$ cat config.mk
export PLATFORM = sky130hd
export DESIGN_NAME = periph_bus_fabric
export DESIGN_NICKNAME = d
export VERILOG_FILES = /design/src/rtl/periph_bus_fabric.sv
export SDC_FILE = /design/constraint.sdc
export NUM_CORES = 1
export LEC_CHECK = 0
export CORE_AREA = 2 2 174 176
export CTS_BUF_LIST = sky130_fd_sc_hd__clkbuf_4 sky130_fd_sc_hd__clkbuf_8
export DETAILED_ROUTE_END_ITERATION = 7
export DIE_AREA = 0 0 176 178
export HOLD_SLACK_MARGIN = 0.05
export SYNTH_ARGS = -nofsm -noshare
export SYNTH_HDL_FRONTEND = slang
export SYNTH_SLANG_ARGS = --single-unit
$ cat constraint.sdc
create_clock -name clk -period 3.1 [get_ports clk]
set_input_delay 0.775 -clock clk [delete_from_list [all_inputs] [get_ports clk]]
set_output_delay 0.775 -clock clk [all_outputs]
set_load 0.005 [all_outputs]
$ cat src/rtl/periph_bus_fabric.sv
// Memory-mapped peripheral interconnect: registered decode, per-slave ready handshakes,
// core stall and bus-error reporting. Define FABRIC_TIMEOUT_EN to add the hung-slave timeout.
module periph_bus_fabric #(
    parameter int unsigned N_SLAVES   = 8,
    parameter int unsigned DATA_W     = 32,
    parameter int unsigned SLOT_SHIFT = 8,
    parameter logic [31:0] BASE_ADDR  = 32'h0000_2000,
    parameter int unsigned TIMEOUT    = 255
) (
    input  logic                         clk,
    input  logic                         rst,
    input  logic [31:0]                  addr_i,
    input  logic [DATA_W-1:0]            wdata_i,
    input  logic                         we_i,
    input  logic                         re_i,
    output logic [DATA_W-1:0]            rdata_o,
    output logic                         stall_o,
    output logic                         bus_err_o,
    output logic [31:0]                  err_addr_o,
    output logic [N_SLAVES-1:0]          sel_o,
    output logic                         we_o,
    output logic                         re_o,
    output logic [SLOT_SHIFT-1:0]        addr_o,
    output logic [DATA_W-1:0]            wdata_o,
    input  logic [N_SLAVES*DATA_W-1:0]   rdata_i,
    input  logic [N_SLAVES-1:0]          ready_i
);

    if (N_SLAVES < 1 || N_SLAVES > 16) begin : g_bad_n_slaves
        $error("periph_bus_fabric: N_SLAVES must be in 1..16");
    end
    if (TIMEOUT < 1 || TIMEOUT > 65535) begin : g_bad_timeout
        $error("periph_bus_fabric: TIMEOUT must be in 1..65535");
    end

    typedef enum logic [1:0] {IDLE, ACCESS, DONE, ERR} state_t;

    // Window bounds in 33 bits so a window ending at the top of memory cannot wrap.
    localparam logic [32:0] WIN_LO = {1'b0, BASE_ADDR};
    localparam logic [32:0] WIN_HI = WIN_LO + (33'(N_SLAVES) << SLOT_SHIFT);

    state_t                state;
    logic                  req;
    logic                  hit;
    logic [3:0]            slot_idx;
    logic [N_SLAVES-1:0]   slot_onehot;
    logic [DATA_W-1:0]     sel_rdata;
    logic                  sel_ready;
    logic                  timeout_hit;

    assign req         = we_i | re_i;
    assign slot_idx    = addr_i[SLOT_SHIFT +: 4];
    assign hit         = ({1'b0, addr_i} >= WIN_LO) && ({1'b0, addr_i} < WIN_HI)
                         && (32'(slot_idx) < N_SLAVES);
    assign slot_onehot = N_SLAVES'(1) << slot_idx;

    // The request term makes stall_o combinational so the core freezes in the request cycle.
    assign stall_o = ((state == IDLE) && req) || (state == ACCESS);

    // Ready bits of unselected slots are masked off here.
    assign sel_ready = |(ready_i & sel_o);

    // NOTE: every always_comb output gets a default first, otherwise a latch is inferred.
    always_comb begin
        sel_rdata = '0;
        for (int k = 0; k < N_SLAVES; k++) begin
            if (sel_o[k]) sel_rdata |= rdata_i[k*DATA_W +: DATA_W];
        end
    end

`ifdef FABRIC_TIMEOUT_EN
    logic [15:0] timeout_cnt;
    logic [31:0] addr_q;

    assign timeout_hit = ((timeout_cnt + 16'd1) == 16'(TIMEOUT));
`else
    assign timeout_hit = 1'b0;
`endif

    // NOTE: sequential state uses non-blocking assignments so every register samples pre-edge values.
    always_ff @(posedge clk) begin
        if (rst) begin
            state      <= IDLE;
            sel_o      <= '0;
            we_o       <= 1'b0;
            re_o       <= 1'b0;
            addr_o     <= '0;
            wdata_o    <= '0;
            rdata_o    <= '0;
            bus_err_o  <= 1'b0;
            err_addr_o <= '0;
`ifdef FABRIC_TIMEOUT_EN
            timeout_cnt <= '0;
            addr_q      <= '0;
`endif
        end else begin
            bus_err_o <= 1'b0;
            case (state)
                IDLE: begin
                    if (req) begin
                        if (hit) begin
                            state   <= ACCESS;
                            sel_o   <= slot_onehot;
                            we_o    <= we_i;
                            re_o    <= re_i & ~we_i;
                            addr_o  <= addr_i[SLOT_SHIFT-1:0];
                            wdata_o <= wdata_i;
`ifdef FABRIC_TIMEOUT_EN
                            timeout_cnt <= '0;
                            addr_q      <= addr_i;
`endif
                        end else begin
                            state      <= ERR;
                            bus_err_o  <= 1'b1;
                            rdata_o    <= '0;
                            err_addr_o <= addr_i;
                        end
                    end
                end

                ACCESS: begin
                    if (sel_ready) begin
                        if (re_o) rdata_o <= sel_rdata;
                        sel_o <= '0;
                        we_o  <= 1'b0;
                        re_o  <= 1'b0;
                        state <= DONE;
                    end else if (timeout_hit) begin
                        sel_o      <= '0;
                        we_o       <= 1'b0;
                        re_o       <= 1'b0;
                        state      <= ERR;
                        bus_err_o  <= 1'b1;
                        rdata_o    <= '0;
`ifdef FABRIC_TIMEOUT_EN
                        err_addr_o <= addr_q;
`endif
                    end else begin
`ifdef FABRIC_TIMEOUT_EN
                        timeout_cnt <= timeout_cnt + 16'd1;
`endif
                    end
                end

                DONE:    state <= IDLE;
                ERR:     state <= IDLE;
                default: state <= IDLE;
            endcase
        end
    end

endmodule

# ---- Word level (Yosys, flattened, before mapping)
# Cells that the tools add are included.
dict set report word_totals {
  regBits 117
  output_inout_bits 116
  wordCells 78
}
dict set report classes {
  magnitude_cmp 3
  eq_ne 8
  n_shift 1
  muxes 29
  bitwise 14
  n_reduce_logical 14
}
# operator count
set op_table {}
lappend op_table {{32-bit 2-to-1 mux} 12}
lappend op_table {{32-bit OR} 7}
lappend op_table {{32-bit case mux with 2 select lines} 1}
lappend op_table {{32-bit by 14-bit greater-or-equal comparator with 1-bit output (second input constant)} 1}
lappend op_table {{32-bit by 14-bit < comparator with 1-bit output (second input constant)} 1}
lappend op_table {{8-bit 2-to-1 mux} 3}
lappend op_table {{8-bit case mux with 2 select lines} 1}
lappend op_table {{2-bit inequality test (second input constant)} 5}
lappend op_table {{8-bit AND} 1}
lappend op_table {{8-bit OR reduction} 1}
lappend op_table {{1-bit by 4-bit << shifter with 8-bit output (first input constant)} 1}
lappend op_table {{1-bit 2-to-1 mux} 6}
lappend op_table {{2-bit 2-to-1 mux} 3}
lappend op_table {{2-bit case mux with 3 select lines} 1}
lappend op_table {{3-bit AND reduction} 2}
lappend op_table {{5-bit AND reduction} 1}
lappend op_table {{2-bit == test (second input constant)} 2}
lappend op_table {{4-bit < comparator (second input constant)} 1}
lappend op_table {{1-bit NOT} 4}
lappend op_table {{1-bit case mux with 2 select lines} 2}
lappend op_table {{4-bit AND reduction} 1}
lappend op_table {{1-bit logical AND} 3}
lappend op_table {{3-bit OR reduction} 1}
lappend op_table {{2-bit by 1-bit == test with 1-bit output (second input constant)} 1}
lappend op_table {{7 further kinds} 7}

# ---- Logic depth before layout (Yosys ltp)
# Gate-level depths: netlist of run 1.
dict set report logic_depth {
  ltp_word 18
  depth_mapped 8
}

# ---- Worst setup path after synthesis of run 1
# Ideal clock, no wire load.
dict set report synth_path {
  path_kind {input port to flip-flop}
  start {in addr_i[14]}
  end {reg sel_o[1]}
  setup_time_ps 101
  arrival_ps 2249
  required_ps 2999
  slack_ps 750
  path_stages 6
  n_path_buf 1
  cell_sequence {or4_1 nor2_4 nand4_2 and2_1 buf_2 o41ai_1}
}
dict set report synth_between {
  elab_chain_len 5
  word_cells_on_any_way 6
}
# item line_no
set synth_lines {}
lappend synth_lines {{from (decl)} 12} ;# input logic [31:0] addr_i,
lappend synth_lines {{32-bit by 14-bit greater-or-equal comparator with 1-bit output / 32-bit by 14-bit < comparator with 1-bit output (equally long branches)} 53} ;# assign hit = ({1'b0, addr_i} >= WIN_LO) && ({1'b0, addr_i} < WIN_HI)
lappend synth_lines {{1-bit logical AND (*)} 53}
lappend synth_lines {{1-bit logical AND (*)} 54} ;# && (32'(slot_idx) < N_SLAVES);
lappend synth_lines {{2-bit inequality test (no source line) (*)} n/a}
lappend synth_lines {{4-bit AND reduction (no source line) (*)} n/a}
lappend synth_lines {{to (signal assigned)} 103} ;# sel_o <= slot_onehot;
lappend synth_lines {{to (decl)} 20} ;# output logic [N_SLAVES-1:0] sel_o,
# Every way passes the cells marked *; elsewhere a longest branch is shown, timed or not.
# A chain may end at the register's enable or synchronous reset.

# ---- Final worst setup path of run 1
dict set report layout_path {
  start {in we_i}
  end {out stall_o}
}
dict set report layout_between {
  elab_chain_len 3
}
# item line_no
set layout_lines {}
lappend layout_lines {{from (decl)} 14} ;# input logic we_i,
lappend layout_lines {{1-bit OR} 51} ;# assign req = we_i | re_i;
lappend layout_lines {{1-bit logical AND} 58} ;# assign stall_o = ((state == IDLE) && req) || (state == ACCESS);
lappend layout_lines {{1-bit logical OR} 58}
lappend layout_lines {{to (decl)} 17} ;# output logic stall_o,
# Every way passes these cells.

==> results by group, run 1 <==
Clock tree
  – H-Tree Depth: 4
  – Worst-skew pair later-pin latency: 440 ps
  – CTS resizes: 0
  – Worst-path clk slew: 70 ps
  – Clock sink count: approximately 120
  – TritonCTS buffer count: 17
  – Root Driver: clkbuf_8
  – Clock buffer depth: 2
  – # hold bufs at CTS: 0
  – Total setup buffers inserted after CTS: 0
  – CTS tree: yes

STA
  – Fin. max-slew vios: 0
  – Setup violations, final: 0
  – Fmax: approximately 350 MHz
  – Fin Hold WS: around 450 ps
  – Final Skew: 14.9 ps
  – Final min period: about 2800 ps
  – Fin. Hold Viols: 0
  – Relative slew margins: 0.361
  – Final period util: 0.911
  – Slew @ Worst Pin: between 900 and 1000 ps
  – RSZ-0062 raised after global routing: no

Place
  – Routability cong.: around 0.87
  – IO Port Bufs: 447
  – Placed cells: approximately 1500
  – Post-DP HPWL: 25500 um

Floorplan
  – Die H: ~180 um
  – Starting Density: 0.191
  – FP Rows: 63
  – I/O pin count: 448
  – Die width: between 150 and 200 um
  – Die Footprint: 31300 um^2
  – Core ar.: between 20000 and 30000 um^2

Yosys
  – Syn nets: a little over 1000
  – Avg Cell Area, Syn: 8.08 um^2
  – Post-synth EDFFs: 0
  – Post-synthesis cell count: ~700
  – Asr flop ratio synth: 0
  – Synth cell types: 32
  – Synth Cell Area: between 5000 and 6000 um^2
  – Synthesized flop and latch total: 117
  – Post-synthesis sequential area ratio: 0.418
  – Ys flop type: dfxtp_1
  – Synth warn: 0

Cells and area
  – Area delta synth->final: 94.5%
  – Fin nets: approximately 1400
  – Fill cells: about 3000
  – Area of the multi-input gates: roughly 3000 um^2
  – FF+latch area: 2350 um^2
  – Share of post-route cells with drive strength above 1: 0.0615
  – Final core occ: 0.371
  – Post-Layout Cell Count: roughly 1500

Detailed routing
  – Vias: 7256
  – Router iterations before antenna repair: 5
  – Drt wl/cell: about 22 um
  – WL final: roughly 33000 um
  – DR vias/cell: 4.78
  – Starting DRT DRC Count: ~410
  – DRC: 0
  – Antenna Violating Nets Remaining: 0

Critical path
  – Startpoint Class: input pin
  – Critical path class: input pin to output pin
  – FF-to-FF Start: sel_o[1]$_SDFFE_PP0P_
  – R2R setup slack: 750 ps
  – Arrival time of the worst setup path: just over 2000 ps
  – RR Endpoint: rdata_o[17]$_SDFFE_PP0P_
  – Critical path peak fanout: 4
  – CP Cell Sequence: clkdlybuf4s50_1 > o21ai_0 > nand2_1 > clkdlybuf4s50_1
  – Crit path largest cell delay: between 500 and 600 ps
  – Critical Path RT: between 2000 and 2500 ps
  – Most frequent CP cell: clkdlybuf4s50_1
  – R2R cell count: 5
  – Nature of the critical path endpoint: output pin
  – CP max-delay cell: clkdlybuf4s50_1

Hold path
  – Worst Hold Class: register to register
  – Hold path depth: 2
  – Hold Path End: err_addr_o[19]$_SDFFE_PP0P_
  – Hold path startpoint: err_addr_o[19]$_SDFFE_PP0P_

Global routing
  – Initial antenna violation count: 12
  – Vias in the first global route: 7331
  – Largest net degree at the start of global routing: 83
  – Overall Global Routing Usage: 0.204
  – GRT Residual Overflow: 0
  – First-pass GRT wire length: 47200 um

Power and ir drop
  – Lkg Pwr: roughly 0.0034 uW
  – Peak supply drop: 256 uV
  – Power per standard cell area: 341 nW/um^2
  – Overall power: around 3700 uW

Job
  – Max-cap violations: 0

Outcome
  – Outcome: finished clean
==> synth_stat cells, types with 3 or more instances <==
master | n | area, um^2
a21oi_1 | 74 | 370
a22oi_1 | 132 | 991
a41o_1 | 32 | 320
buf_2 | 6 | 30.0
clkbuf_1 | 65 | 244
dfxtp_1 | 117 | 2340
nand2_1 | 149 | 559
nand2b_1 | 35 | 219
nand4b_1 | 10 | 87.6
nor2_1 | 7 | 26.3
nor4_1 | 3 | 18.8
o21ai_0 | 24 | 120
o21ai_1 | 11 | 55.1
o41ai_1 | 6 | 52.6
==> layout make-up <==
cell class | instances | share of cell area
Sequential cell | 117 | 0.216
Multi-Input combinational cell | 505 | 0.277
Tap cell | 390 | 0.0448
Timing Repair Buffer | 468 | 0.426
Clock inverter | 15 | 0.0135
Clock buffer | 17 | 0.0215
Antenna cell | 7 | 0.00161
==> logic make-up after synthesis <==
| logic type | after synthesis | synth area share |
|---|---|---|
| buffers and inverters | 71 | 0.0489 |
| DFF | 117 | 0.418 |
| and+or+nand+nor | 220 | 0.184 |
| AOI/OAI and AO/OA | 285 | 0.349 |
==> layout by cell type (no fill, tap or decap), types with 17 or more instances in the layout <==
cell,instances
nand2_1,149
buf_4,21
clkbuf_8,17
nand2b_1,35
o21ai_0,24
a22oi_1,132
clkdlybuf4s50_1,446
a41o_1,32
a21oi_1,73
dfxtp_1,110
==> critical path, delay by kind of cell <==
kind | cells | cell delay (ps)
AOI/OAI and AO/OA | 1 | 110
buffers and inverters | 2 | 1050
and+or+nand+nor | 1 | 120
==> power breakdown <==
| group | switching (uW) | internal, uW | total [uW] |
|---|---|---|---|
| Sequential | 22.7 | 1540 | 1570 |
| Clock | 747 | 651 | 1400 |
| Combinational | 259 | 494 | 752 |
==> per-stage QoR <==
stage,cell area [um^2],setup TNS (ps),worst slack [ps]
finish,10900,0,276
global route,10900,0,164
CTS,10900,0,244
detailed placement,10500,-937,-76.9
global placement,10500,-34.9,-11.5
floorplan,5600,0,750
==> worst max path at each step <==
stage | start | endpoint | slack, ps | cells after the start
floorplan | addr_i[14] | sel_o[1]$_SDFFE_PP0P_ | 750 | 6
global placement | addr_i[21] | rdata_o[16]$_SDFFE_PP0P_ | -10 | 6
detailed placement | addr_i[21] | rdata_o[16]$_SDFFE_PP0P_ | -80 | 6
CTS | we_i | stall_o | 240 | 4
global route | we_i | stall_o | 160 | 4
finish | we_i | stall_o | 280 | 4
==> registers in the layout (all words and copies together), names as in the netlist <==
register	flops
state	2
rdata_o	32
re_o	1
err_addr_o	32
addr_o	8
bus_err_o	1
wdata_o	32
sel_o	8
we_o	1
==> routing by layer <==
layer	track usage	share of wire
met5	0	0.0012
met4	0.0816	0.023
met3	0.0631	0.085
met1	0.230	0.39
met2	0.358	0.50
No activity file was read; power rests on OpenSTA's default activity.
==> inputs of run 2 (changes only) <==
--- a/config.mk
+++ b/config.mk
@@ -6,7 +6,7 @@
 export NUM_CORES = 1
 export LEC_CHECK = 0
 export CORE_AREA = 2 2 174 176
-export CTS_BUF_LIST = sky130_fd_sc_hd__clkbuf_4 sky130_fd_sc_hd__clkbuf_8
+export CTS_BUF_LIST = sky130_fd_sc_hd__clkbuf_8
 export DETAILED_ROUTE_END_ITERATION = 7
 export DIE_AREA = 0 0 176 178
 export HOLD_SLACK_MARGIN = 0.05
==> results of run 2 <==
Final layout, timing and power as in run 1 (identical DEF).
==> inputs of run 3 (changes only) <==
--- a/config.mk
+++ b/config.mk
@@ -10,6 +10,7 @@
 export DETAILED_ROUTE_END_ITERATION = 7
 export DIE_AREA = 0 0 176 178
 export HOLD_SLACK_MARGIN = 0.05
+export SKIP_CTS_REPAIR_TIMING = 1
 export SYNTH_ARGS = -nofsm -noshare
 export SYNTH_HDL_FRONTEND = slang
 export SYNTH_SLANG_ARGS = --single-unit
==> results of run 3 <==
Final layout, timing and power as in run 1 (identical DEF).
